--- config.mk ---
export PLATFORM = sky130hd
export DESIGN_NAME = llac_core_mixer
export DESIGN_NICKNAME = d
export VERILOG_FILES = /design/src/rtl/llac_mixer_pkg.sv /design/src/rtl/llac_mixer_saturate.sv /design/src/rtl/llac_core_mixer.sv
export SDC_FILE = /design/constraint.sdc
export NUM_CORES = 2
export LEC_CHECK = 0
export CAP_MARGIN = 20
export CORE_AREA = 2 2 350 352
export DETAILED_ROUTE_END_ITERATION = 7
export DIE_AREA = 0 0 352 354
export HOLD_SLACK_MARGIN = 0.06
export SYNTH_ARGS = -nofsm -noshare
export SYNTH_HDL_FRONTEND = slang
export SYNTH_HIERARCHICAL = 1
export SYNTH_SLANG_ARGS = --single-unit
export TNS_END_PERCENT = 50
--- constraint.sdc ---
create_clock -name clk_100mhz -period 12.9 [get_ports clk_100mhz]
set_input_delay 1.935 -clock clk_100mhz [delete_from_list [all_inputs] [get_ports clk_100mhz]]
set_output_delay 1.935 -clock clk_100mhz [all_outputs]
set_load 0.02 [all_outputs]
--- src/rtl/llac_mixer_pkg.sv ---
// Shared types and sizing helpers for the LLAC core mixer.
package llac_mixer_pkg;

    typedef enum logic [1:0] {
        IDLE,
        ACCUM,
        SAT,
        OUT
    } mixer_state_t;

    localparam int DEFAULT_GAIN_WIDTH = 16;
    localparam int GAIN_UNITY         = 1 << (DEFAULT_GAIN_WIDTH - 1);

    // Wide enough for NUM_CORES full-scale products without overflow.
    function automatic int acc_width(input int audio_w, input int gain_w, input int cores);
        return audio_w + gain_w + 1 + $clog2(cores);
    endfunction

endpackage

--- src/rtl/llac_mixer_saturate.sv ---
// Combinational arithmetic shift (floor) followed by a clamp to the signed OUT_W range.
module llac_mixer_saturate #(
    parameter int IN_W  = 43,
    parameter int OUT_W = 24,
    parameter int SHIFT = 15
) (
    input  logic signed [IN_W-1:0]  din,
    output logic signed [OUT_W-1:0] dout,
    output logic                    clipped
);

    localparam logic signed [IN_W-1:0] MAX_V = {{(IN_W-OUT_W+1){1'b0}}, {(OUT_W-1){1'b1}}};
    localparam logic signed [IN_W-1:0] MIN_V = {{(IN_W-OUT_W+1){1'b1}}, {(OUT_W-1){1'b0}}};

    logic signed [IN_W-1:0] shifted;

    always_comb begin
        shifted = din >>> SHIFT;
        dout    = shifted[OUT_W-1:0];
        clipped = 1'b0;
        if (shifted > MAX_V) begin
            dout    = MAX_V[OUT_W-1:0];
            clipped = 1'b1;
        end else if (shifted < MIN_V) begin
            dout    = MIN_V[OUT_W-1:0];
            clipped = 1'b1;
        end
    end

endmodule

--- src/rtl/llac_core_mixer.sv ---
// Time-multiplexed stereo mixer: one core per cycle, saturate, valid/ready output.
// Optional clip counter enabled by defining LLAC_MIXER_CLIP_COUNT_EN.
module llac_core_mixer
    import llac_mixer_pkg::*;
#(
    parameter int NUM_CORES   = 4,
    parameter int AUDIO_WIDTH = 24,
    parameter int GAIN_WIDTH  = 16
) (
    input  logic                             clk_100mhz,
    input  logic                             resetn,
    input  logic [NUM_CORES*AUDIO_WIDTH-1:0] in_left,
    input  logic [NUM_CORES*AUDIO_WIDTH-1:0] in_right,
    input  logic                             in_valid,
    input  logic [NUM_CORES*GAIN_WIDTH-1:0]  gain,
    output logic [AUDIO_WIDTH-1:0]           out_left,
    output logic [AUDIO_WIDTH-1:0]           out_right,
    output logic                             out_valid,
    input  logic                             out_ready,
    output logic                             overrun,
    input  logic [NUM_CORES-1:0]             core_pause,
    input  logic [NUM_CORES-1:0]             core_stop,
    input  logic [NUM_CORES-1:0]             core_resume,
    output logic [NUM_CORES-1:0]             core_status,
    output logic [NUM_CORES-1:0]             core_interrupt
`ifdef LLAC_MIXER_CLIP_COUNT_EN
    ,
    input  logic                             clip_clear,
    output logic [15:0]                      clip_count
`endif
);

    localparam int ACC_W  = acc_width(AUDIO_WIDTH, GAIN_WIDTH, NUM_CORES);
    localparam int PROD_W = AUDIO_WIDTH + GAIN_WIDTH + 1;
    localparam int IDX_W  = (NUM_CORES > 1) ? $clog2(NUM_CORES) : 1;

    mixer_state_t                  state_reg;
    logic [IDX_W-1:0]              idx_reg;
    logic signed [AUDIO_WIDTH-1:0] samp_l_reg [NUM_CORES];
    logic signed [AUDIO_WIDTH-1:0] samp_r_reg [NUM_CORES];
    logic [GAIN_WIDTH-1:0]         gain_reg   [NUM_CORES];
    logic [NUM_CORES-1:0]          active_mask_reg;
    logic [NUM_CORES-1:0]          core_status_reg;
    logic [NUM_CORES-1:0]          core_interrupt_reg;
    logic signed [ACC_W-1:0]       acc_l_reg;
    logic signed [ACC_W-1:0]       acc_r_reg;
    logic [AUDIO_WIDTH-1:0]        out_left_reg;
    logic [AUDIO_WIDTH-1:0]        out_right_reg;
    logic                          out_valid_reg;
    logic                          overrun_reg;

    logic signed [PROD_W-1:0]      prod_l;
    logic signed [PROD_W-1:0]      prod_r;
    logic signed [AUDIO_WIDTH-1:0] sat_l;
    logic signed [AUDIO_WIDTH-1:0] sat_r;
    logic                          clip_l;
    logic                          clip_r;

    // Gain is unsigned, so it gets a zero sign bit before the signed multiply.
    assign prod_l = PROD_W'(samp_l_reg[idx_reg]) * PROD_W'($signed({1'b0, gain_reg[idx_reg]}));
    assign prod_r = PROD_W'(samp_r_reg[idx_reg]) * PROD_W'($signed({1'b0, gain_reg[idx_reg]}));

    genvar gi;
    generate
        for (gi = 0; gi < NUM_CORES; gi++) begin : g_core
            always_ff @(posedge clk_100mhz) begin
                if (state_reg == IDLE && in_valid) begin
                    samp_l_reg[gi] <= in_left[gi*AUDIO_WIDTH +: AUDIO_WIDTH];
                    samp_r_reg[gi] <= in_right[gi*AUDIO_WIDTH +: AUDIO_WIDTH];
                    gain_reg[gi]   <= gain[gi*GAIN_WIDTH +: GAIN_WIDTH];
                end
            end

            // Stop outranks pause, which outranks resume.
            always_ff @(posedge clk_100mhz) begin
                if (!resetn) begin
                    core_status_reg[gi]    <= 1'b0;
                    core_interrupt_reg[gi] <= 1'b0;
                end else if (core_stop[gi]) begin
                    core_status_reg[gi]    <= 1'b0;
                    core_interrupt_reg[gi] <= 1'b1;
                end else if (core_pause[gi]) begin
                    core_status_reg[gi]    <= 1'b0;
                end else if (core_resume[gi]) begin
                    core_status_reg[gi]    <= 1'b1;
                    core_interrupt_reg[gi] <= 1'b0;
                end
            end
        end
    endgenerate

    llac_mixer_saturate #(.IN_W(ACC_W), .OUT_W(AUDIO_WIDTH), .SHIFT(GAIN_WIDTH-1)) u_sat_left (
        .din     (acc_l_reg),
        .dout    (sat_l),
        .clipped (clip_l)
    );

    llac_mixer_saturate #(.IN_W(ACC_W), .OUT_W(AUDIO_WIDTH), .SHIFT(GAIN_WIDTH-1)) u_sat_right (
        .din     (acc_r_reg),
        .dout    (sat_r),
        .clipped (clip_r)
    );

    always_ff @(posedge clk_100mhz) begin
        if (!resetn) begin
            state_reg       <= IDLE;
            idx_reg         <= '0;
            acc_l_reg       <= '0;
            acc_r_reg       <= '0;
            active_mask_reg <= '0;
            out_left_reg    <= '0;
            out_right_reg   <= '0;
            out_valid_reg   <= 1'b0;
            overrun_reg     <= 1'b0;
        end else begin
            overrun_reg <= in_valid && (state_reg != IDLE);
            case (state_reg)
                IDLE: begin
                    if (in_valid) begin
                        active_mask_reg <= core_status_reg;
                        acc_l_reg       <= '0;
                        acc_r_reg       <= '0;
                        idx_reg         <= '0;
                        state_reg       <= ACCUM;
                    end
                end
                ACCUM: begin
                    if (active_mask_reg[idx_reg]) begin
                        acc_l_reg <= acc_l_reg + ACC_W'(prod_l);
                        acc_r_reg <= acc_r_reg + ACC_W'(prod_r);
                    end
                    if (idx_reg == IDX_W'(NUM_CORES-1)) begin
                        state_reg <= SAT;
                    end else begin
                        idx_reg <= idx_reg + 1'b1;
                    end
                end
                SAT: begin
                    out_left_reg  <= sat_l;
                    out_right_reg <= sat_r;
                    out_valid_reg <= 1'b1;
                    state_reg     <= OUT;
                end
                OUT: begin
                    if (out_ready) begin
                        out_valid_reg <= 1'b0;
                        state_reg     <= IDLE;
                    end
                end
                default: state_reg <= IDLE;
            endcase
        end
    end

    assign out_left       = out_left_reg;
    assign out_right      = out_right_reg;
    assign out_valid      = out_valid_reg;
    assign overrun        = overrun_reg;
    assign core_status    = core_status_reg;
    assign core_interrupt = core_interrupt_reg;

`ifdef LLAC_MIXER_CLIP_COUNT_EN
    logic [15:0] clip_count_reg;

    always_ff @(posedge clk_100mhz) begin
        if (!resetn) begin
            clip_count_reg <= '0;
        end else if (clip_clear) begin
            clip_count_reg <= '0;
        end else if (state_reg == SAT && (clip_l || clip_r) && clip_count_reg != 16'hFFFF) begin
            clip_count_reg <= clip_count_reg + 16'd1;
        end
    end

    assign clip_count = clip_count_reg;
`else
    logic unused_clip_flags;
    assign unused_clip_flags = clip_l | clip_r;
`endif

endmodule
Word-level counts from Yosys, hierarchy flattened
Memories as Yosys holds them, arrays and structs flattened. A register that Yosys moved wholly into a read port is not among the register bits.
Cells that the tools add are included.
W data, S select, Z words.
- register bits after elaboration: 152
- RAM bits: 256
- memory bits (read-only): 0
- latch bits: 0
- memories: 3
- output and inout bits: 58
- word-level logic and storage cells: 107
- equal/unequal tests: 13
- shifts and indexed selects: 0
- reductions and logical operators: 23
- $add $sub $neg: 3
- multipliers: 2
- bitwise logic cells: 1
- $lt $le $gt $ge: 5
- mux-type cells: 40
- div/mod/pow operators: 0
- memories (memory ; depth ; width ; read ports ; clocked after memory_dff ; wr ports ; RTL line ; RTL):
    samp_l_reg ; 4 ; 24 ; 1 ; 1 ; 4 ; llac_core_mixer.sv:39 ; logic signed [AUDIO_WIDTH-1:0] samp_l_reg [NUM_CORES];
    samp_r_reg ; 4 ; 24 ; 1 ; 1 ; 4 ; llac_core_mixer.sv:40 ; logic signed [AUDIO_WIDTH-1:0] samp_r_reg [NUM_CORES];
    gain_reg ; 4 ; 16 ; 1 ; 1 ; 4 ; llac_core_mixer.sv:41 ; logic [GAIN_WIDTH-1:0] gain_reg [NUM_CORES];
- operators with widths (kind ; number):
    $pmux W43 S2 ; 2
    $mux W43 ; 3
    $mux W24 ; 4
    $add A43 B41 Y43 ; 2
    $mul A24 B17 Y41 ; 2
    $gt A28 B24 Y1 const B ; 2
    $lt A28 B24 Y1 const B ; 2
    $mux W2 ; 11
    $mux W1 ; 16
    $reduce_bool A2 Y1 ; 7
    $reduce_and A2 Y1 ; 6
    $reduce_or A3 Y1 ; 4
    $ne A2 B2 Y1 const B ; 5
    $reduce_and A3 Y1 ; 3
    $ne A2 B1 Y1 const B ; 4
    $pmux W2 S4 ; 1
    $eq A2 B2 Y1 const B ; 3
    $pmux W2 S2 ; 1
    $lt A2 B3 Y1 const B ; 1
    $add A2 B1 Y2 const B ; 1
    $bmux W1 S2 ; 1
    $eq A2 B1 Y1 const B ; 1
    $logic_and A1 B1 Y1 ; 2
    $logic_not A2 Y1 ; 1
    2 further kinds ; 2

Longest topological paths before layout
- depth after elaboration: 5
- gate-level depth with buffers: 31

Hierarchy
Netlist, hierarchy kept.
- by module, submodules not included (module ; instances ; area an instance (µm²) ; cells an instance):
    llac_core_mixer ; 1 ; 46558.4 ; 4741
    llac_mixer_saturate ; 2 ; 769.5 ; 95

Worst setup path after synthesis
OpenSTA, ideal clock, no wires.
- path type: reg-to-reg
- start point: reg (tool-made name)
- end point: reg acc_l_reg[41]
- setup slack: 4988 ps
- arrival: 7787 ps
- library setup time: 124 ps
- path buffers: 4
- stages on the path, launching flop included: 29
- required time: 12776 ps
- path through: dfxtp_1 -> clkbuf_1 -> buf_2 -> buf_1 -> buf_2 -> mux2_2 -> o21ai_1 -> nor2_1 -> fa_1 -> inv_1 -> fa_1 -> fa_1 -> fa_1 -> inv_1 -> fa_1 -> inv_1 -> fa_1 -> inv_1 -> ha_1 -> a21oi_1 -> and3b_1 -> o21a_1 -> o31a_1 -> o221a_4 -> o311a_1 -> o41ai_2 -> a21oi_1 -> xor2_1 -> o21ai_1
- RTL lines (element ; RTL line ; RTL):
    end signal, assigned ; llac_core_mixer.sv:129 ; acc_l_reg <= acc_l_reg + ACC_W'(prod_l);
    end, declared ; llac_core_mixer.sv:45 ; logic signed [ACC_W-1:0] acc_l_reg;

==> results_dict.tcl <==
set metrics [dict create \
    start_util_pct 39.74 \
    reg2reg_depth 25 \
    firstDrtPassIters 5 \
    drc 0 \
    startpoint_type "flip-flop" \
    avgRoutedWirePerCell_um 20.24 \
    ctsHoldBuffers 0 \
    gp_congestion 0.8966 \
    clockBufferDepth 3 \
    areaGrowthSynthToFinish_pct 14.06 \
    grt_pass1_wl_um 218100 \
    grt_usage_pct 22.78 \
    clock_sinks 410 \
    die_h_um 354 \
    multi_input_area_um2 31890 \
    rows 128 \
    io_pins 330 \
    drive_above_1_share_pct 5.672 \
    cp-endpoint "acc_r_reg[42]$_SDFFE_PN0P_" \
    via_count 34260 \
    rsz0062_at_grt "false" \
    required_ns 13.37 \
    slew_headroom_pct 20.73 \
    drv_slew 0 \
    synthesis.nets 6290 \
    final_cell_mix "inv_1, fa_1, nor2_1" \
    grt_start_max_net_pins 115 \
    dp_hpwl_um 107700 \
    avgSynthCellArea_um2 9.760 \
    cts_tree "built" \
    clkLatencyLatePin_ns 0.67 \
    nets 6530 \
    stdcell_count 6833 \
    r2r_end "acc_r_reg[42]$_SDFFE_PN0P_" \
    core_um2 120900 \
    via_per_inst 5.014 \
    globalRouteOverflowTotal 0 \
    die_w_um 352 \
    period_needed_ns 9.187 \
    ys_warn_count 6 \
    placed_cells 6733 \
    ctsResizeCount 0 \
    drt_wl_total_um 138300 \
    hold_viol 0 \
    fmax_ghz 0.1088 \
    setup_viol 0 \
    ant_nets 0 \
    fin_skew_ns 0.07301 \
    cts_buffers 51 \
    maxCapViolCount 0 \
    cp_max_fo 55 \
    criticalPathCategory "reg2reg" \
    final_common_cell "inv_1" \
    netlist_area_um2 48050 \
    port_buffers 329 \
    seqCellArea_um2 10780 \
    clkTransAtPathRegs_ns 0.06 \
    cp.arrival_ns 9.66 \
    cp-end-kind "flip-flop" \
    worstMarginPinSlew_ns 1.185 \
    post_cts.repair.setup_buffers 0 \
    die-area_um2 124600 \
    layout_worst_path_cycle_share_pct 71.22 \
    finalSetupTns_ns 0 \
    grt_pass1_vias 37430 \
    r2r_setup_slack_ns 3.71 \
    antenna_found_initial 8 \
    hold_path.class "reg2reg" \
    outcome "completed" \
    fillers 11600 \
    cts-root-buf "clkbuf_16" \
    cts_htree_levels 2 \
    synthCells 4923 \
    drt_iter0_markers 1943 \
]
==> critical path, cell delays in order, from the launching register on <==
cell and delay (ns):
dfxtp_4 0.70, buf_4 0.80, mux2_2 0.44, o21ai_1 0.84, nor2_1 0.15, fa_1 0.57
inv_1 0.05, fa_1 0.48, fa_1 0.55, inv_1 0.05, fa_1 0.48, fa_1 0.49
inv_1 0.05, fa_1 0.48, inv_1 0.05, ha_1 0.35, a21oi_1 0.25, o21ai_0 0.14
a221o_1 0.33, a21o_1 0.20, a31o_2 0.27, a211o_1 0.42, a211oi_1 0.42, a211oi_1 0.17
xnor2_1 0.17, o21ai_0 0.09
==> layout make-up <==
cell class,instances,area share [%]
repair buffers,399,7.036
clock inverters,32,0.6484
flip-flops and latches,410,19.67
inverters,1210,8.301
well taps,1625,3.710
multi-input cells,3091,58.19
clock buffers,59,2.420
diodes,7,0.03196
==> worst min-delay path by stage <==
| stage | from | to | slack (ns) | cells after the start |
|---|---|---|---|---|
| 4_1_cts | core_status[2]$_SDFFE_PP0P_ | active_mask_reg[2]$_SDFFE_PN0P_ | 0.45 | 2 |
| 3_3_place_gp | acc_l_reg[6]$_SDFFE_PN0P_ | acc_l_reg[6]$_SDFFE_PN0P_ | 0.45 | 2 |
| 5_1_grt | acc_r_reg[14]$_SDFFE_PN0P_ | acc_r_reg[14]$_SDFFE_PN0P_ | 0.49 | 2 |
| 3_5_place_dp | acc_r_reg[6]$_SDFFE_PN0P_ | acc_r_reg[6]$_SDFFE_PN0P_ | 0.46 | 2 |
| 2_1_floorplan | active_mask_reg[3]$_SDFFE_PN0P_ | active_mask_reg[3]$_SDFFE_PN0P_ | 0.44 | 2 |
| 6_report | core_status[2]$_SDFFE_PP0P_ | active_mask_reg[2]$_SDFFE_PN0P_ | 0.45 | 2 |
==> per-stage QoR <==
step	util (%)	setup WS [ns]	area, um2	hold slack [ns]
final	45.32	3.713	54800	0.4467
after global routing	45.32	3.317	54800	0.4931
after CTS	45.28	3.780	54750	0.4500
after detailed placement	43.89	3.834	53070	0.4616
after global placement	43.86	3.942	53030	0.4535
after floorplan	-	4.988	48050	0.4400
==> routing by layer <==
metal	share of wire, %	wire [um]	global-route usage, %	vias to the layer above
met5	0.010	14	0	-
met4	4.2	5823	8.798	2
met3	5.0	6875	2.644	281
met2	53	72940	42.22	973
met1	38	52680	26.82	17510
li1	-	-	-	15500
Power is not shown: default switching activity piles up to over one toggle a cycle in this logic, so the estimate is an artifact.
